**src/rtl/aes_pkg.sv**
```systemverilog
// Shared AES key-schedule definitions: round count, rcon seed, xtime,
// FSM state encoding and the forward S-box.
package aes_pkg;

  localparam int AES_NR = 10;
  localparam logic [7:0] RCON_INIT = 8'h01;

  typedef logic [127:0] round_key_t;

  typedef enum logic [1:0] {
    ST_IDLE   = 2'd0,
    ST_EXPAND = 2'd1,
    ST_DONE   = 2'd2
  } state_t;

  // Forward S-box, entry 0x00 in the most significant byte.
  localparam logic [2047:0] SBOX_TABLE = {
    128'h637c777bf26b6fc53001672bfed7ab76, 128'hca82c97dfa5947f0add4a2af9ca472c0,
    128'hb7fd9326363ff7cc34a5e5f171d83115, 128'h04c723c31896059a071280e2eb27b275,
    128'h09832c1a1b6e5aa0523bd6b329e32f84, 128'h53d100ed20fcb15b6acbbe394a4c58cf,
    128'hd0efaafb434d338545f9027f503c9fa8, 128'h51a3408f929d38f5bcb6da2110fff3d2,
    128'hcd0c13ec5f974417c4a77e3d645d1973, 128'h60814fdc222a908846eeb814de5e0bdb,
    128'he0323a0a4906245cc2d3ac629195e479, 128'he7c8376d8dd54ea96c56f4ea657aae08,
    128'hba78252e1ca6b4c6e8dd741f4bbd8b8a, 128'h703eb5664803f60e613557b986c11d9e,
    128'he1f8981169d98e949b1e87e9ce5528df, 128'h8ca1890dbfe6426841992d0fb054bb16
  };

  // GF(2^8) multiply by x, used to advance rcon each round.
  function automatic logic [7:0] xtime(input logic [7:0] b);
    return {b[6:0], 1'b0} ^ (b[7] ? 8'h1b : 8'h00);
  endfunction

  function automatic logic [7:0] sbox(input logic [7:0] x);
    logic [10:0] pos;
    pos = 11'd2047 - {x, 3'b000};
    return SBOX_TABLE[pos -: 8];
  endfunction

endpackage

```
**src/rtl/aes_subword.sv**
```systemverilog
// SubWord(RotWord(w)) for the key schedule: four S-box lookups on a rotated word.
module aes_subword
  import aes_pkg::*;
(
  input  logic [31:0] w_in,
  output logic [31:0] w_out
);

  logic [31:0] rot;

  // Rotate left by one byte, then substitute each byte.
  always_comb begin
    rot   = {w_in[23:0], w_in[31:24]};
    w_out = {sbox(rot[31:24]), sbox(rot[23:16]), sbox(rot[15:8]), sbox(rot[7:0])};
  end

endmodule

```
**src/rtl/aes_key_sched_ctrl.sv**
```systemverilog
// AES-128 key-schedule controller: accepts a cipher key, expands one round key
// per cycle into an 11-entry store, and serves registered reads by round index.
// Handshake: a key is taken on any rising edge where key_valid && key_ready;
// key_ready is low only while expanding, and the source must hold key_in
// stable until that edge since it is not latched beforehand.
module aes_key_sched_ctrl
  import aes_pkg::*;
#(
  parameter int NUM_ROUNDS = 10,
  parameter int IDX_W      = 4
) (
  input  logic             clk,
  input  logic             rst_n,
  input  logic [127:0]     key_in,
  input  logic             key_valid,
  output logic             key_ready,
  output logic             busy,
  output logic             keys_valid,
  input  logic             rd_en,
  input  logic [IDX_W-1:0] rd_idx,
  output logic [127:0]     rd_key,
  output logic             rd_hit,
  output logic             rd_err
);

  localparam logic [3:0] LAST_ROUND = 4'(NUM_ROUNDS);

  state_t      state_q, state_d;
  logic [3:0]  round_q, round_d;
  logic [7:0]  rcon_q, rcon_d;
  round_key_t  work_q, work_d;
  round_key_t  rk_q [0:NUM_ROUNDS];
  round_key_t  rk_d [0:NUM_ROUNDS];
  logic [127:0] rd_key_q, rd_key_d;
  logic        rd_hit_q, rd_hit_d;
  logic        rd_err_q, rd_err_d;

  logic [31:0] sub_w;
  logic [31:0] temp, n0, n1, n2, n3;
  logic        accept;

  aes_subword u_subword (
    .w_in  (work_q[31:0]),
    .w_out (sub_w)
  );

  // Outputs derived directly from the registered state.
  always_comb begin
    key_ready  = (state_q != ST_EXPAND);
    busy       = (state_q == ST_EXPAND);
    keys_valid = (state_q == ST_DONE);
    rd_key     = rd_key_q;
    rd_hit     = rd_hit_q;
    rd_err     = rd_err_q;
  end

  // Next-state: key accept, one expansion step per cycle, and the read port.
  always_comb begin
    state_d  = state_q;
    round_d  = round_q;
    rcon_d   = rcon_q;
    work_d   = work_q;
    rk_d     = rk_q;
    rd_key_d = rd_key_q;
    rd_hit_d = 1'b0;
    rd_err_d = 1'b0;
    accept   = key_valid && key_ready;

    temp = sub_w ^ {rcon_q, 24'h0};
    n0   = work_q[127:96] ^ temp;
    n1   = work_q[95:64]  ^ n0;
    n2   = work_q[63:32]  ^ n1;
    n3   = work_q[31:0]   ^ n2;

    if (accept) begin
      rk_d[0] = key_in;
      work_d  = key_in;
      state_d = ST_EXPAND;
      round_d = 4'd1;
      rcon_d  = RCON_INIT;
    end else if (state_q == ST_EXPAND) begin
      work_d = {n0, n1, n2, n3};
      for (int i = 1; i <= NUM_ROUNDS; i++) begin
        if (round_q == 4'(i)) rk_d[i] = {n0, n1, n2, n3};
      end
      round_d = round_q + 4'd1;
      rcon_d  = xtime(rcon_q);
      if (round_q == LAST_ROUND) state_d = ST_DONE;
    end

    // Reads see the store as it was before this edge; no write bypass.
    if (rd_en) begin
      rd_key_d = '0;
      for (int i = 0; i <= NUM_ROUNDS; i++) begin
        if (rd_idx == IDX_W'(i)) rd_key_d = rk_q[i];
      end
      rd_err_d = (rd_idx > IDX_W'(AES_NR));
      case (state_q)
        ST_EXPAND: rd_hit_d = (rd_idx < IDX_W'(round_q));
        ST_DONE:   rd_hit_d = (rd_idx <= IDX_W'(AES_NR));
        default:   rd_hit_d = 1'b0;
      endcase
    end
  end

  // State, working register, key store and read registers.
  always_ff @(posedge clk or negedge rst_n) begin
    if (!rst_n) begin
      state_q  <= ST_IDLE;
      round_q  <= '0;
      rcon_q   <= RCON_INIT;
      work_q   <= '0;
      for (int i = 0; i <= NUM_ROUNDS; i++) rk_q[i] <= '0;
      rd_key_q <= '0;
      rd_hit_q <= 1'b0;
      rd_err_q <= 1'b0;
    end else begin
      state_q  <= state_d;
      round_q  <= round_d;
      rcon_q   <= rcon_d;
      work_q   <= work_d;
      for (int i = 0; i <= NUM_ROUNDS; i++) rk_q[i] <= rk_d[i];
      rd_key_q <= rd_key_d;
      rd_hit_q <= rd_hit_d;
      rd_err_q <= rd_err_d;
    end
  end

endmodule
```
**config.mk**
```make
export PLATFORM = sky130hd
export DESIGN_NAME = aes_key_sched_ctrl
export DESIGN_NICKNAME = d
export VERILOG_FILES = /design/src/rtl/aes_pkg.sv /design/src/rtl/aes_subword.sv /design/src/rtl/aes_key_sched_ctrl.sv
export SDC_FILE = /design/constraint.sdc
export NUM_CORES = 2
export LEC_CHECK = 0
export CORE_ASPECT_RATIO = 1.1
export CORE_MARGIN = 5
export CORE_UTILIZATION = 24
export DETAILED_ROUTE_END_ITERATION = 8
export PLACE_DENSITY = 0.48
export SLEW_MARGIN = 20
export SYNTH_ARGS = -nofsm -noshare
export SYNTH_HDL_FRONTEND = slang
export SYNTH_SLANG_ARGS = --single-unit
```
**constraint.sdc**
```tcl
create_clock -name clk -period 8.8 [get_ports clk]
set_clock_uncertainty 0.1 [all_clocks]
set_input_delay 2.2 -clock clk [delete_from_list [all_inputs] [get_ports clk]]
set_output_delay 2.2 -clock clk [all_outputs]
set_load 0.005 [all_outputs]
```
==> reports/qor.yml <==
status: "complete, no violations"
grt_antenna_before_repair: 24
grt_first_pass_wirelength_microns: 563000
crit_required_ns: 9.39
synth_edf_count: 0
cts_max_level: 4
post_cts_buffers: 0
clk_latency_ns: 0.88
fp.dieW_microns: 584
avgViaCountPerCell: 5.34
io_pins: 269
critPathArrivalTime_ns: 6.76
globalRouteOverflowTotal: 0
grt_max_degree: 179
relSlewSlack_pct: 18.7
drt-pass1-iter-count: 8
post_cts_resized: 0
routed_wl_microns: 394000
cts_buffer_depth: 3
synth_cell_type_count: 106
rows: 231
finalSetupViolCount: 0
synth_top_cell_by_area: "dfrtp_1"
drtAntennaViolNets: 0
crit_path_start_kind: "flip-flop"
hold_class: "flip-flop to flip-flop"
drive_above_1_share_pct: 10.6
tns_ns: 0
first_iter_violations: 8302
final_net_count: 9229
tightest_slew_ns: 1.22
avgSynthCellArea_sq_um: 9.32
synthFlopType: "dfrtp_1"
drc: 0
hold_violations: 0
critical_path_peak_fanout: 14
clockRootBuffer: "clkbuf_16"
dieArea_sq_um: 374000
clock.fmax_ghz: 0.162
synthArstFlopShare_pct: 100
vias: 74589
whs_path_depth: 2
coreArea_sq_um: 360000
crit_type: "flip-flop to flip-flop"
clock_sinks: 1680
ctsHoldBuffers: 0
post-route-period-util_pct: 70.1
cts_tree: "done"
finalWeightedCongestion: 0.976
grt_pass1_vias: 73100
netlist_area_sq_um: 87000
synthToLayoutAreaGrowth_pct: 15.5
chipHeight_microns: 641
grt_use_total_pct: 20.5
numCtsBuffers: 189
yosysWarnings: 0
clk_pin_slew_worst_paths_ns: 0.06
drv_cap: 0
layout_min_cycle_time_ns: 6.17
synthCells: 9329
synth_top_area_share_pct: 48.3
io_buffers: 268
layout_common_cells: "dfrtp_1 (1666), nand2_1 (1645), o21ai_0 (1461)"
rsz0062_at_grt: "no"
wl_per_cell_microns: 28.3
critPathCaptureType: "flip-flop"
ys_ff_latch: 1680
start_util_pct: 24.1
worstRegToRegCells: 13
syn-num-nets: 9534
drv_slew: 0
final_common_cell: "dfrtp_1"
ys_top_cells_by_area: "dfrtp_1 (48%), o21ai_0 (8.4%), nand2_1 (7.2%)"
ys_seq_area_share_pct: 48.3
dp_hpwl_microns: 253000
-- through the flow --
stage / instances / setup WS (ns) / utilization [%] / hold WS, ns / area [sq um]
5_1_grt: 13954 / 2.21 / 27.9 / 0.391 / 100000
3_5_place_dp: 13608 / 2.56 / 26.0 / 0.365 / 93900
3_3_place_gp: 13607 / 2.61 / 26.0 / 0.355 / 93800
6_report: 13962 / 2.63 / 27.9 / 0.373 / 100000
2_1_floorplan: 9329 / 3.95 / - / 0.345 / 87000
4_1_cts: 13950 / 2.55 / 27.8 / 0.377 / 100000
-- per-layer routing --
metal | vias to the layer above | GRT usage (%) | part of all wire, %
li1 | 32809 | - | -
met1 | 37963 | 26.9 | 42
met2 | 3111 | 32.5 | 45
met3 | 692 | 3.65 | 6.8
met4 | 14 | 9.90 | 5.6
met5 | - | 0 | 0.026
-- worst max-delay path: stages, from the launching register on --
cell	delay, ns
dfrtp_1	0.38
inv_1	0.60
ha_1	0.47
buf_4	0.25
nand2_1	0.32
o21ai_0	0.16
mux4_2	0.50
a211oi_1	0.39
mux2_2	0.22
nand4_1	0.63
xor2_2	0.80
buf_4	0.35
xor2_1	0.57
o21ai_0	0.20
-- cell usage after synthesis, types with 20 or more instances --
cell type	number
dfrtp_1	1679
nand2_1	1658
o21ai_0	1461
clkbuf_1	745
a21oi_1	507
nor2_1	306
a31oi_1	215
nor2b_1	160
mux4_2	158
buf_2	153
a22oi_1	149
mux2_2	146
a211oi_1	145
a221oi_1	115
xnor2_1	110
nand2b_1	99
nand3_1	97
nor3_1	96
a21o_1	89
nor3b_1	88
o21ai_1	75
ha_1	69
o211ai_1	57
inv_1	54
xor2_1	54
mux2i_1	53
o211a_1	46
a311oi_1	45
buf_1	42
o31ai_1	41
nand4_1	33
and2_1	32
o311ai_0	31
a222oi_1	27
buf_4	26
or3_1	26
o22ai_1	24
a41oi_1	23
o2111ai_1	23
o221ai_1	23
a211o_1	20
and3_1	20
-- final timing paths --
kind / from / endpoint / slack [ns]
hold / removal: rk_q[1184]$_DFFE_PN0P_ / rk_q[1184]$_DFFE_PN0P_ / 0.37
setup / recovery: work_q[24]$_DFFE_PN0P_ / rk_q[417]$_DFFE_PN0P_ / 2.63
setup reg to reg: work_q[24]$_DFFE_PN0P_ / rk_q[417]$_DFFE_PN0P_ / 2.63
hold reg to reg: rk_q[1184]$_DFFE_PN0P_ / rk_q[1184]$_DFFE_PN0P_ / 0.37
min in group asynchronous: rst_n / rd_key[38]$_DFFE_PN0P_ / 1.22
max in group asynchronous: rst_n / rk_q[110]$_DFFE_PN0P_ / 5.37
-- sequential cells by signal, indices dropped and copies added, names as in the netlist --
signal	count
rk_q	1408
rd_key	128
work_q	128
rcon_q	8
round_q	4
state_q	2
rd_err	1
rd_hit	1
-- area by class of cell --
| type | count | area, sq um |
|---|---|---|
| clock inverter | 61 | 946 |
| inverter | 70 | 268 |
| fill | 37869 | 260000 |
| clock buffer | 281 | 5520 |
| multi-input combinational | 6595 | 41000 |
| antenna | 11 | 27.5 |
| timing repair buffer | 488 | 4630 |
| tap | 4776 | 5980 |
| sequential | 1680 | 42100 |
-- cells by family (layout without fill, tap and decap cells) --
group | after synthesis | count (layout) | share of synthesized area, %
other | 0 | 11 | 0
xor gates and xnor gates | 188 | 188 | 2.21
buffers and inverters | 1054 | 900 | 5.04
DFF | 1680 | 1680 | 48.3
AOI/OAI and AO/OA | 3276 | 3276 | 23.0
muxes | 358 | 358 | 6.61
adders and majority gates | 69 | 69 | 0.993
and+or+nand+nor | 2704 | 2704 | 13.8
Power is not shown: default switching activity piles up to over one toggle a cycle in this logic, so the estimate is an artifact.
